File: src/rtl/count_second.sv
// count_second: 0..59 seconds counter with run/stop and set buttons and a one-cycle minute carry.
// Define SEC_DEBOUNCE_EN to insert a DB_CYCLES stability filter on both buttons.
module count_second #(
    parameter int CLK_DIV   = 50_000_000,
    parameter int DB_CYCLES = 16
) (
    input  logic       clk,
    input  logic       rst,
    input  logic       start_stop,
    input  logic       set_sec,
    input  logic       clr_sec,
    output logic [5:0] sec,
    output logic       count_min,
    output logic       running
);

    localparam int         PW        = (CLK_DIV > 1) ? $clog2(CLK_DIV) : 1;
    localparam int         BTN_START = 0;
    localparam int         BTN_SET   = 1;
    localparam logic [5:0] SEC_MAX   = 6'd59;

    typedef enum logic {
        STOP = 1'b0,
        RUN  = 1'b1
    } state_t;

    if ((CLK_DIV < 2) || (CLK_DIV > (1 << 26)) || (DB_CYCLES < 1)) begin : gBadParams
        $error("count_second: CLK_DIV must be 2..2^26 and DB_CYCLES at least 1");
    end

    logic [1:0] btnRaw;
    logic [1:0] syncMeta_q;
    logic [1:0] syncOut_q;
    logic [1:0] syncValid_q;
    logic [1:0] level;
    logic [1:0] levelPrev_q;
    logic [1:0] armed_q;
    logic [1:0] armed_d;
    logic [1:0] pulse;

    assign btnRaw = {set_sec, start_stop};

    always_ff @(posedge clk or posedge rst) begin
        if (rst) begin
            syncMeta_q  <= '0;
            syncOut_q   <= '0;
            syncValid_q <= '0;
        end else begin
            syncMeta_q  <= btnRaw;
            syncOut_q   <= syncMeta_q;
            syncValid_q <= {syncValid_q[0], 1'b1};
        end
    end

`ifdef SEC_DEBOUNCE_EN
    localparam int DBW = (DB_CYCLES > 1) ? $clog2(DB_CYCLES) : 1;

    logic [DBW-1:0] dbCnt_q [2];
    logic [DBW-1:0] dbCnt_d [2];
    logic [1:0]     filt_q;
    logic [1:0]     filt_d;

    // The filtered level flips only after DB_CYCLES consecutive samples disagree with it.
    always_comb begin
        filt_d = filt_q;
        for (int i = 0; i < 2; i++) begin
            dbCnt_d[i] = '0;
            if (syncOut_q[i] != filt_q[i]) begin
                if (dbCnt_q[i] == DBW'(DB_CYCLES - 1)) begin
                    filt_d[i] = syncOut_q[i];
                end else begin
                    dbCnt_d[i] = dbCnt_q[i] + 1'b1;
                end
            end
        end
    end

    always_ff @(posedge clk or posedge rst) begin
        if (rst) begin
            for (int i = 0; i < 2; i++) begin
                dbCnt_q[i] <= '0;
            end
            filt_q <= '0;
        end else begin
            for (int i = 0; i < 2; i++) begin
                dbCnt_q[i] <= dbCnt_d[i];
            end
            filt_q <= filt_d;
        end
    end

    assign level = filt_q;
`else
    assign level = syncOut_q;
`endif

    // A button arms only once it has really been seen released after reset,
    // so a button held through reset cannot fake a press as the pipeline fills.
    assign armed_d = armed_q | ({2{syncValid_q[1]}} & ~syncOut_q);
    assign pulse   = level & ~levelPrev_q & armed_q;

    state_t        state_q;
    state_t        state_d;
    logic [PW-1:0] presc_q;
    logic [PW-1:0] presc_d;
    logic [5:0]    sec_q;
    logic [5:0]    sec_d;
    logic          countMin_q;
    logic          countMin_d;
    logic          tick;
    logic          startPulse;
    logic          setPulse;
    logic [5:0]    secInc;

    assign startPulse = pulse[BTN_START];
    assign setPulse   = pulse[BTN_SET];
    assign tick       = (state_q == RUN) && (presc_q == PW'(CLK_DIV - 1));
    assign secInc     = (sec_q >= SEC_MAX) ? 6'd0 : sec_q + 6'd1;

    always_comb begin
        state_d = state_q;
        if (startPulse) begin
            state_d = (state_q == RUN) ? STOP : RUN;
        end
    end

    // The prescaler only advances while RUN persists across the edge, so a fresh
    // start always gives a full CLK_DIV cycles before the first tick.
    always_comb begin
        presc_d    = '0;
        sec_d      = sec_q;
        countMin_d = 1'b0;
        if (!clr_sec && (state_q == RUN) && (state_d == RUN) && !tick) begin
            presc_d = presc_q + 1'b1;
        end
        if (clr_sec) begin
            sec_d = '0;
        end else if (tick) begin
            sec_d      = secInc;
            countMin_d = (sec_q == SEC_MAX);
        end else if (setPulse && (state_q == STOP)) begin
            sec_d = secInc;
        end
    end

    always_ff @(posedge clk or posedge rst) begin
        if (rst) begin
            state_q     <= STOP;
            presc_q     <= '0;
            sec_q       <= '0;
            countMin_q  <= 1'b0;
            levelPrev_q <= '0;
            armed_q     <= '0;
        end else begin
            state_q     <= state_d;
            presc_q     <= presc_d;
            sec_q       <= sec_d;
            countMin_q  <= countMin_d;
            levelPrev_q <= level;
            armed_q     <= armed_d;
        end
    end

    assign sec       = sec_q;
    assign count_min = countMin_q;
    assign running   = (state_q == RUN);

endmodule

File: config.mk
export PLATFORM = sky130hd
export DESIGN_NAME = count_second
export DESIGN_NICKNAME = d
export VERILOG_FILES = /design/src/rtl/count_second.sv
export SDC_FILE = /design/constraint.sdc
export NUM_CORES = 1
export LEC_CHECK = 0
export ABC_AREA = 1
export BUFFER_PORTS_ARGS = -buffer_cell sky130_fd_sc_hd__buf_2
export CORE_UTILIZATION = 60
export DETAILED_ROUTE_END_ITERATION = 8
export PLACE_DENSITY = 0.84
export SYNTH_ARGS = -nofsm -noshare
export SYNTH_HDL_FRONTEND = slang
export SYNTH_SLANG_ARGS = --single-unit
File: constraint.sdc
create_clock -name clk -period 2.36 [get_ports clk]
set_input_delay 0.354 -clock clk [delete_from_list [all_inputs] [get_ports clk]]
set_output_delay 0.354 -clock clk [all_outputs]
set_load 0.01 [all_outputs]
==> run metrics <==
fraction of the mapped netlist area in simple logic gates=38.6%; minimum period implied by the final worst setup slack=1.76 ns; top_reg_cell synth=dfrtp_1; average vias per placed instance=5.17; Routability Congestion=0.923; gate count after technology mapping=312; Setup violations, final=0; crit path buf inv count=1; source of the worst hold timing path=start_stop; count of fill cells added during filler insertion=323; synthesized area=0.00239 sq mm; XOR/XNOR share of the synthesized area=5.87%; largest fanout on the critical path=26; total I/O pin count=13; Critical Setup Path Class=reg2reg; async set-or-reset flop fraction in the synthesized netlist=100%; Achievable Freq=570 MHz; uppermost routed layer=met4; element type at the critical path end=flip-flop; static leakage=0.00113 uW; Netlist cell types=27; Die Span Y=65.1 um; launch instance of the worst register-to-register path=presc_q[0]; worst slack on hold paths=0.154 ns; setup TNS=0 ns; Post-synth EDFFs=0; overall global routing resource usage=25.3%; area grow syn2layout=8.75%; die footprint=0.00423 sq mm; hold-fix buffer count after cts=0; pin count of the biggest net entering global routing=45; status=finished clean; number of instances resized during post-cts repair=0; CTS H-tree depth=2; DRC violation total after the first TritonRoute iteration=80; net count of the mapped netlist=319; mux cell area share after synthesis=0%; half-perimeter wire length after placement=3.43 mm; Final nets=337; count of input and output buffers=12; wire length of the first global-routing pass=8.09 mm; Yosys warning count=0; data arrival time of the critical path=1.97 ns; met3 routed WL=259 um; synthesized area divided by synthesized cell count=7.65 sq um; number of synthesized register bits=44; Inserted Clock Buffers=5; final period utilization=74.4%; timing startpoint of the critical path=presc_q[0]; fraction of final layout cells sized beyond drive strength 1=13.6%; crit-path cells=ha_1 > nand3_2 > clkinv_2 > nand2_1 > nor2_2 > nand2_4 > nand3_4 > nor2_1; maxcap violations=0; Slowest Stage Delay on Critical Path=0.44 ns; Least-Margin Pin Slew=0.537 ns; part of the Yosys area used for sequential elements=46.1%; Worst setup SP type=flip-flop; via count of the first global-routing pass=1849; CTS tree=built; Critical Path RT=2.57 ns; count of antenna diodes in the layout=0; clock transition at the registers of the reported paths=0.09 ns; maximum root-to-sink buffer count=2; count of endpoints failing hold in the final timing report=0; length of routed wiring on met1=2.14 mm; IR drop worst, VDD=0.505 mV; total number of vias=1961; overflow left after global routing=0; antenna viol nets, final=0; initial antenna violation count=0; Placeable Area=0.00374 sq mm; cell family contributing the most delay on the critical path=simple AND/OR/NAND/NOR gates; clock tree root driver cell=clkbuf_8; detail-routed net length per standard cell=12.3 um; die outline width=65.1 um; met2 routed wirelength=2.23 mm; Initial Utilization=63.8%; power per cell area=606 mW/mm^2; clk sinks=44; DR DRC count=0; unrepaired setup endpoints after global routing=no; final core occ=69.4%; final slew viol count=0; standard-cell rows=22; number of detailed-route iterations in the first pass=5; complex-gate fraction of the synthesized area=1.36%; Adder-Cell Fraction of Synth Area=1.05%; clock latency on the worst-skew pair=0.30 ns; slowest cell on the critical path=dfrtp_1; combinational family with the most area after synthesis=simple AND/OR/NAND/NOR gates; Detailed Route WL=4.68 mm; Setup Buffers After CTS=0; kind of path behind the tightest hold check=in2reg; Slew Limit Headroom=64.2%; Max Clock Skew=0.0126 ns
==> through the flow <==
stage / total power (uW) / setup WS (ns) / area (sq um) / instances
final: 1570 / 0.605 / 2600 / 379
after detailed placement: 1010 / 0.623 / 2480 / 371
after global placement: 1010 / 0.691 / 2480 / 371
after CTS: 1580 / 0.604 / 2600 / 379
after global routing: 1650 / 0.414 / 2600 / 379
after floorplan: 982 / 0.858 / 2390 / 312
==> logic make-up after synthesis <==
logic type | Yosys count
flip-flops | 44
AO/OA/AOI/OAI | 5
other | 1
AND/OR/NAND/NOR | 208
XOR/XNOR | 16
buffers and inverters | 36
adder cells (fa/ha/maj) | 2
==> power by group <==
part	internal (uW)	switching (uW)
combinational	52.4	118
clock	319	259
sequential	786	38.6
total	1160	416
==> cell type report <==
type                       count  area (sq um)  area share [%]
clock buffer                   5          68.8            2.65
clock inverter                 3          47.5            1.83
inverter                      34           129            4.96
multi-input combinational    232          1120            43.2
sequential                    44          1100            42.4
tap                           48          60.1            2.31
timing repair buffer          13          67.6            2.60
==> synth_stat cells, types with 2 or more instances <==
| cell | count | share of area [%] |
|---|---|---|
| xor2_1 | 10 | 3.7 |
| inv_1 | 31 | 4.9 |
| nor2_2 | 16 | 4.2 |
| nand4_1 | 9 | 2.4 |
| dfrtp_1 | 44 | 46 |
| nand2_1 | 87 | 14 |
| nand3_2 | 2 | 0.84 |
| xnor2_1 | 6 | 2.2 |
| nor3_1 | 5 | 1.0 |
| ha_1 | 2 | 1.0 |
| o21ai_0 | 2 | 0.42 |
| o21bai_1 | 2 | 0.63 |
| nand3_1 | 18 | 3.8 |
| nor2_1 | 65 | 10 |
==> cells in the final DEF, fill, tap and decap left out, types with 2 or more instances in the layout <==
cell type  synthesis  final
clkbuf_8           0      5
xor2_1            10     10
o21bai_1           2      2
dfrtp_1           44     44
ha_1               2      2
inv_1             31     30
xnor2_1            6      6
buf_2              0     12
nand2_1           87     87
nand3_2            2      2
clkinv_1           1      2
nand4_1            9      9
nor2_2            16     16
nand3_1           18     18
clkinv_4           0      2
nor2_1            65     65
o21ai_0            2      2
nor3_1             5      5
==> state kept, by name (all words and copies together) (netlist names) <==
signal       flops
syncValid_q      2
levelPrev_q      2
running          1
sec              6
syncMeta_q       2
armed_q          2
count_min        1
presc_q         26
level            2
==> per-layer routing <==
layer  vias up  track usage, %
met5         -               0
met4         0            7.61
met3         6            4.75
met2        55            41.5
met1       904            34.0
li1        996               -
==> final timing paths <==
check / to / slack, ns / cells after the start
hold reg to reg: level[0] / 0.35 / 0
setup / recovery: presc_q[22] / 0.60 / 8
hold / removal: syncMeta_q[0] / 0.15 / 1
min in group asynchronous: armed_q[0] / 0.18 / 3
setup reg to reg: presc_q[22] / 0.60 / 8
max in group asynchronous: presc_q[22] / 1.81 / 3
No activity file was read; power rests on OpenSTA's default activity.
